File: config.mk
export PLATFORM = sky130hd
export DESIGN_NAME = schmitt_rx_filter
export DESIGN_NICKNAME = d
export VERILOG_FILES = /design/src/rtl/schmitt_pkg.sv /design/src/rtl/sync2_ff.sv /design/src/rtl/schmitt_rx_filter.sv
export SDC_FILE = /design/constraint.sdc
export NUM_CORES = 1
export LEC_CHECK = 0
export ABC_AREA = 1
export CORE_ASPECT_RATIO = 0.75
export CORE_MARGIN = 2
export CORE_UTILIZATION = 45
export DETAILED_ROUTE_END_ITERATION = 6
export GPL_TIMING_DRIVEN = 0
export PLACE_DENSITY = 0.8
export SKIP_CTS_REPAIR_TIMING = 1
export SYNTH_ARGS = -nofsm -noshare
export SYNTH_HDL_FRONTEND = slang
export SYNTH_SLANG_ARGS = --single-unit
File: constraint.sdc
create_clock -name clk -period 4.42 [get_ports clk]
set_input_delay 0.884 -clock clk [delete_from_list [all_inputs] [get_ports clk]]
set_output_delay 0.884 -clock clk [all_outputs]
set_load 0.01 [all_outputs]
File: src/rtl/schmitt_pkg.sv
// Shared constants for the Schmitt-trigger receive filter: default sizing,
// hysteresis thresholds and the level encoding used by the level FSM.
package schmitt_pkg;

  localparam int CNT_W_DEF = 4;
  localparam int TH_HI_DEF = 12;
  localparam int TH_LO_DEF = 3;
  localparam int EV_W_DEF  = 16;

  localparam logic LVL_LOW  = 1'b0;
  localparam logic LVL_HIGH = 1'b1;

  typedef enum logic {
    ST_LOW  = LVL_LOW,
    ST_HIGH = LVL_HIGH
  } level_e;

endpackage

File: src/rtl/sync2_ff.sv
// Two-flop synchronizer bringing the asynchronous input line into the clk domain.
module sync2_ff (
  input  logic clk,
  input  logic reset_L,
  input  logic d,
  output logic q
);

  logic s1_q, s2_q;

  // NOTE: sequential state always uses non-blocking assignments so every flop
  // samples the pre-edge value of its neighbours.
  always_ff @(posedge clk) begin
    if (!reset_L) begin
      s1_q <= 1'b0;
      s2_q <= 1'b0;
    end else begin
      s1_q <= d;
      s2_q <= s1_q;
    end
  end

  assign q = s2_q;

endmodule

File: src/rtl/schmitt_rx_filter.sv
// Receive-side Schmitt filter: synchronizes A, integrates it with a saturating
// counter, applies hysteresis thresholds and counts output rising transitions.
module schmitt_rx_filter
  import schmitt_pkg::*;
#(
  parameter int CNT_W  = CNT_W_DEF,
  parameter int TH_HI  = TH_HI_DEF,
  parameter int TH_LO  = TH_LO_DEF,
  parameter bit INVERT = 1'b1,
  parameter int EV_W   = EV_W_DEF
) (
  input  logic            clk,
  input  logic            reset_L,
  input  logic            enable,
  input  logic            A,
  input  logic            cont_clr,
  output logic            Y,
  output logic            rise_pulse,
  output logic            fall_pulse,
  output logic [EV_W-1:0] cont_rise
);

  localparam int CNT_MAX = 2**CNT_W - 1;
  localparam logic [CNT_W-1:0] CNT_MAX_C = {CNT_W{1'b1}};
  localparam logic [CNT_W-1:0] TH_HI_C   = CNT_W'(TH_HI);
  localparam logic [CNT_W-1:0] TH_LO_C   = CNT_W'(TH_LO);
  localparam logic [EV_W-1:0]  EV_MAX_C  = {EV_W{1'b1}};

  if (!(TH_LO >= 0 && TH_LO < TH_HI && TH_HI <= CNT_MAX)) begin : g_bad_thresholds
    $error("schmitt_rx_filter: thresholds must satisfy 0 <= TH_LO < TH_HI <= 2**CNT_W-1");
  end

  logic             a_s;
  logic [CNT_W-1:0] cnt_q, cnt_d;
  level_e           level_q, level_d;
  logic             rise_q, rise_d;
  logic             fall_q, fall_d;
  logic [EV_W-1:0]  cont_q, cont_d;
  logic             y_cur, y_nxt;

  sync2_ff u_sync (
    .clk     (clk),
    .reset_L (reset_L),
    .d       (A),
    .q       (a_s)
  );

  // NOTE: every signal written here gets a default first, so no path can leave
  // it unassigned and infer a latch.
  always_comb begin
    cnt_d   = cnt_q;
    level_d = level_q;
    cont_d  = cont_q;

    if (enable) begin
      if (a_s && cnt_q != CNT_MAX_C)    cnt_d = cnt_q + CNT_W'(1);
      else if (!a_s && cnt_q != '0)     cnt_d = cnt_q - CNT_W'(1);

      // Thresholds act on the registered count; the band between them holds.
      case (level_q)
        ST_LOW:  if (cnt_q >= TH_HI_C) level_d = ST_HIGH;
        ST_HIGH: if (cnt_q <= TH_LO_C) level_d = ST_LOW;
      endcase
    end

    y_cur  = logic'(level_q) ^ INVERT;
    y_nxt  = logic'(level_d) ^ INVERT;
    rise_d = ~y_cur & y_nxt;
    fall_d = y_cur & ~y_nxt;

    if (cont_clr)                       cont_d = rise_d ? EV_W'(1) : '0;
    else if (rise_d && cont_q != EV_MAX_C) cont_d = cont_q + EV_W'(1);
  end

  always_ff @(posedge clk) begin
    if (!reset_L) begin
      cnt_q   <= '0;
      level_q <= ST_LOW;
      rise_q  <= 1'b0;
      fall_q  <= 1'b0;
      cont_q  <= '0;
    end else begin
      cnt_q   <= cnt_d;
      level_q <= level_d;
      rise_q  <= rise_d;
      fall_q  <= fall_d;
      cont_q  <= cont_d;
    end
  end

  assign Y          = logic'(level_q) ^ INVERT;
  assign rise_pulse = rise_q;
  assign fall_pulse = fall_q;
  assign cont_rise  = cont_q;

endmodule

==> reports/qor.yml <==
yosys.area_share.adder: 0.0394
syn-instance-count: 218
tritoncts.num_buffers: 3
critPathMaxFanout: 6
worst-setup-path-type: "reg2out"
floorplan.die.width_um: 69.8
synthesis.nets: 227
endpoint_kind: "primary output"
firstDrtPassIters: 4
crit_path_max_incr_delay_ps: 590
yosysTopAreaCell: "dfxtp_1"
slew_headroom: 0.580
io_buffer_count: 21
grt_max_degree: 16
synth_top_family_by_area: "simple AND/OR/NAND/NOR gates"
worst_ep_arrival_time_ps: 1300
initial_util: 0.484
wl_per_cell_um: 11.4
synth_top_cell_area_share: 0.342
worstMarginPinSlew_ps: 623
synth_area_leaders: "dfxtp_1 34%, nand2_1 14%, nand3_1 8.6%"
clk_pin_slew_worst_paths_ps: 90
leakage_nw: 0.637
wirelength_um: 3200
max_freq_mhz: 457
layout_worst_path_cycle_share: 0.495
synth-compound-area-share: 0.117
finalSetupViolCount: 0
max_cap_violations: 0
rsz0062_at_grt: "no"
synth_mux_area_frac: 0
cts.sink_count: 25
finalMaxSlewViolations: 0
remaining_drc_errors: 0
yosys_warnings: 0
number_of_global_route_vias_before_repair: 1338
critical_path_cell_list: "clkdlybuf4s50_1"
route.top_layer_used: "met4"
layout.cells.most_common: "nand2_1"
detailedPlace.worstSlack_ps: 2080
routedLengthMet1_um: 1540
required_ps: 3540
coreArea_mm2: 0.00302
nets: 253
yosys.area_share.xor_xnor: 0.0300
critPathTopFamily: "buffers and inverters"
irDropWorstVdd_mv: 0.227
grt_use_total: 0.194
synth.avg_cell_area_um2: 6.70
status: "finished, final reports clean"
r2r-start: "cnt_q[2]$_SDFFE_PN0P_"
die_area_mm2: 0.00372
crit_slowest_cell: "clkdlybuf4s50_1"
timing.final.crit_period_ps: 2190
via_count: 1435
antenna_found_initial: 0
netlist_area_mm2: 0.00146
gpl.final_weighted_congestion: 0.860
tritoncts_clock_tree: "built"
yosysSeqAreaShare: 0.342
ys_seq_elements: 25
viasPerCell: 5.11
wl_met3_um: 245
global_route_wire_length_before_repair_um: 5810
detailroute.wirelength.met2_um: 1390
h-tree-depth: 1
flow.area_growth_from_synthesis_pct: 21.0
clkLatencyLatePin_ps: 280
drive_above_1_share: 0.0947
antenna_violating_nets_post_route: 0
area_fraction_in_and_or_nand_and_nor_cells_after_synthesis: 0.379
drt_iter0_drc: 101
most-common-layout-cells: "56 x nand2_1, 29 x nor2_1, 25 x inv_1, 25 x nand3_1, 25 x dfxtp_1"
clock_tree.root_cell: "clkbuf_8"
post_synth_num_cell_types: 25
setup_ws_ps: 2230
die_height_um: 53.4
powerDensity_mw_per_mm2: 270
placementRows: 17
pin_count: 24
setup_total_negative_slack_ps: 0
dp_hpwl_um: 2390
timing.clock.skew_ps: 4.04
path_buf_inv: 1
diodes: 0
cts-root-to-sink-buffers: 2
worstHoldPathType: "reg2reg"
overflow: 0
start_kind: "flip-flop"
hold_viol_final: 0
min-delay-start: "level_q$_SDFF_PN0_"
critical_path.startpoint: "cont_rise[10]$_SDFFE_PN0P_"
area by class of cell:
type / instances / area, um2
Buffer: 5 / 36.3
Tap cell: 38 / 47.5
Multi-Input combinational cell: 162 / 827
Inverter: 26 / 97.6
Clock buffer: 3 / 41.3
Timing Repair Buffer: 21 / 210
Sequential cell: 25 / 500
Clock inverter: 1 / 7.51
Fill cell: 299 / 1250
Yosys cell counts:
cell type / count
a21oi_1: 17
a21oi_2: 4
buf_2: 2
buf_6: 2
clkbuf_1: 1
clkinv_1: 1
dfxtp_1: 25
fa_1: 1
ha_1: 3
inv_1: 25
nand2_1: 56
nand2_2: 3
nand2_4: 1
nand3_1: 25
nand3_2: 1
nand3b_1: 1
nand4_1: 1
nor2_1: 29
nor2_2: 2
nor2_4: 3
nor3_1: 2
o21ai_0: 7
o21ai_4: 1
xnor2_1: 1
xor2_1: 4
worst paths after layout:
path         cells after the start  slack, ps                    end
min                              1        430  fall_pulse$_SDFF_PN0_
min reg2reg                      1        430  fall_pulse$_SDFF_PN0_
max                              1       2230          cont_rise[10]
max reg2reg                      9       2280  cnt_q[3]$_SDFFE_PN0P_
state kept, by name, summed over array words and instances, names as in the netlist:
signal / count
level_q: 1
rise_pulse: 1
cont_rise: 16
u_sync.s1_q: 1
fall_pulse: 1
u_sync.q: 1
cnt_q: 4
report_power, final:
part           total [mW]  internal (mW)  switching (mW)
Combinational      0.0818         0.0327          0.0491
Sequential          0.253          0.237          0.0160
Clock               0.142         0.0641          0.0781
metrics by stage:
| step | instances | total power, mW | utilization | hold WS (ps) | cell area [um2] |
|---|---|---|---|---|---|
| 2_1_floorplan | 218 | 0.316 | - | 390 | 1460 |
| 3_3_place_gp | 277 | 0.335 | 0.569 | 393 | 1720 |
| 3_5_place_dp | 277 | 0.339 | 0.569 | 412 | 1720 |
| 4_1_cts | 281 | 0.482 | 0.585 | 424 | 1770 |
| 5_1_grt | 281 | 0.504 | 0.585 | 437 | 1770 |
| 6_report | 281 | 0.477 | 0.585 | 425 | 1770 |
logic make-up after synthesis:
group | count (synthesis)
AO/OA/AOI/OAI | 29
AND/OR/NAND/NOR | 124
adder cells (fa/ha/maj) | 4
XOR/XNOR | 5
flip-flops | 25
buffers and inverters | 31
routing by layer:
| metal | up-vias | GRT usage |
|---|---|---|
| met2 | 46 | 0.330 |
| met4 | 0 | 0.0417 |
| met5 | - | 0 |
| met3 | 5 | 0.0514 |
| met1 | 642 | 0.251 |
| li1 | 742 | - |
Power figures use the tool's default switching activity.
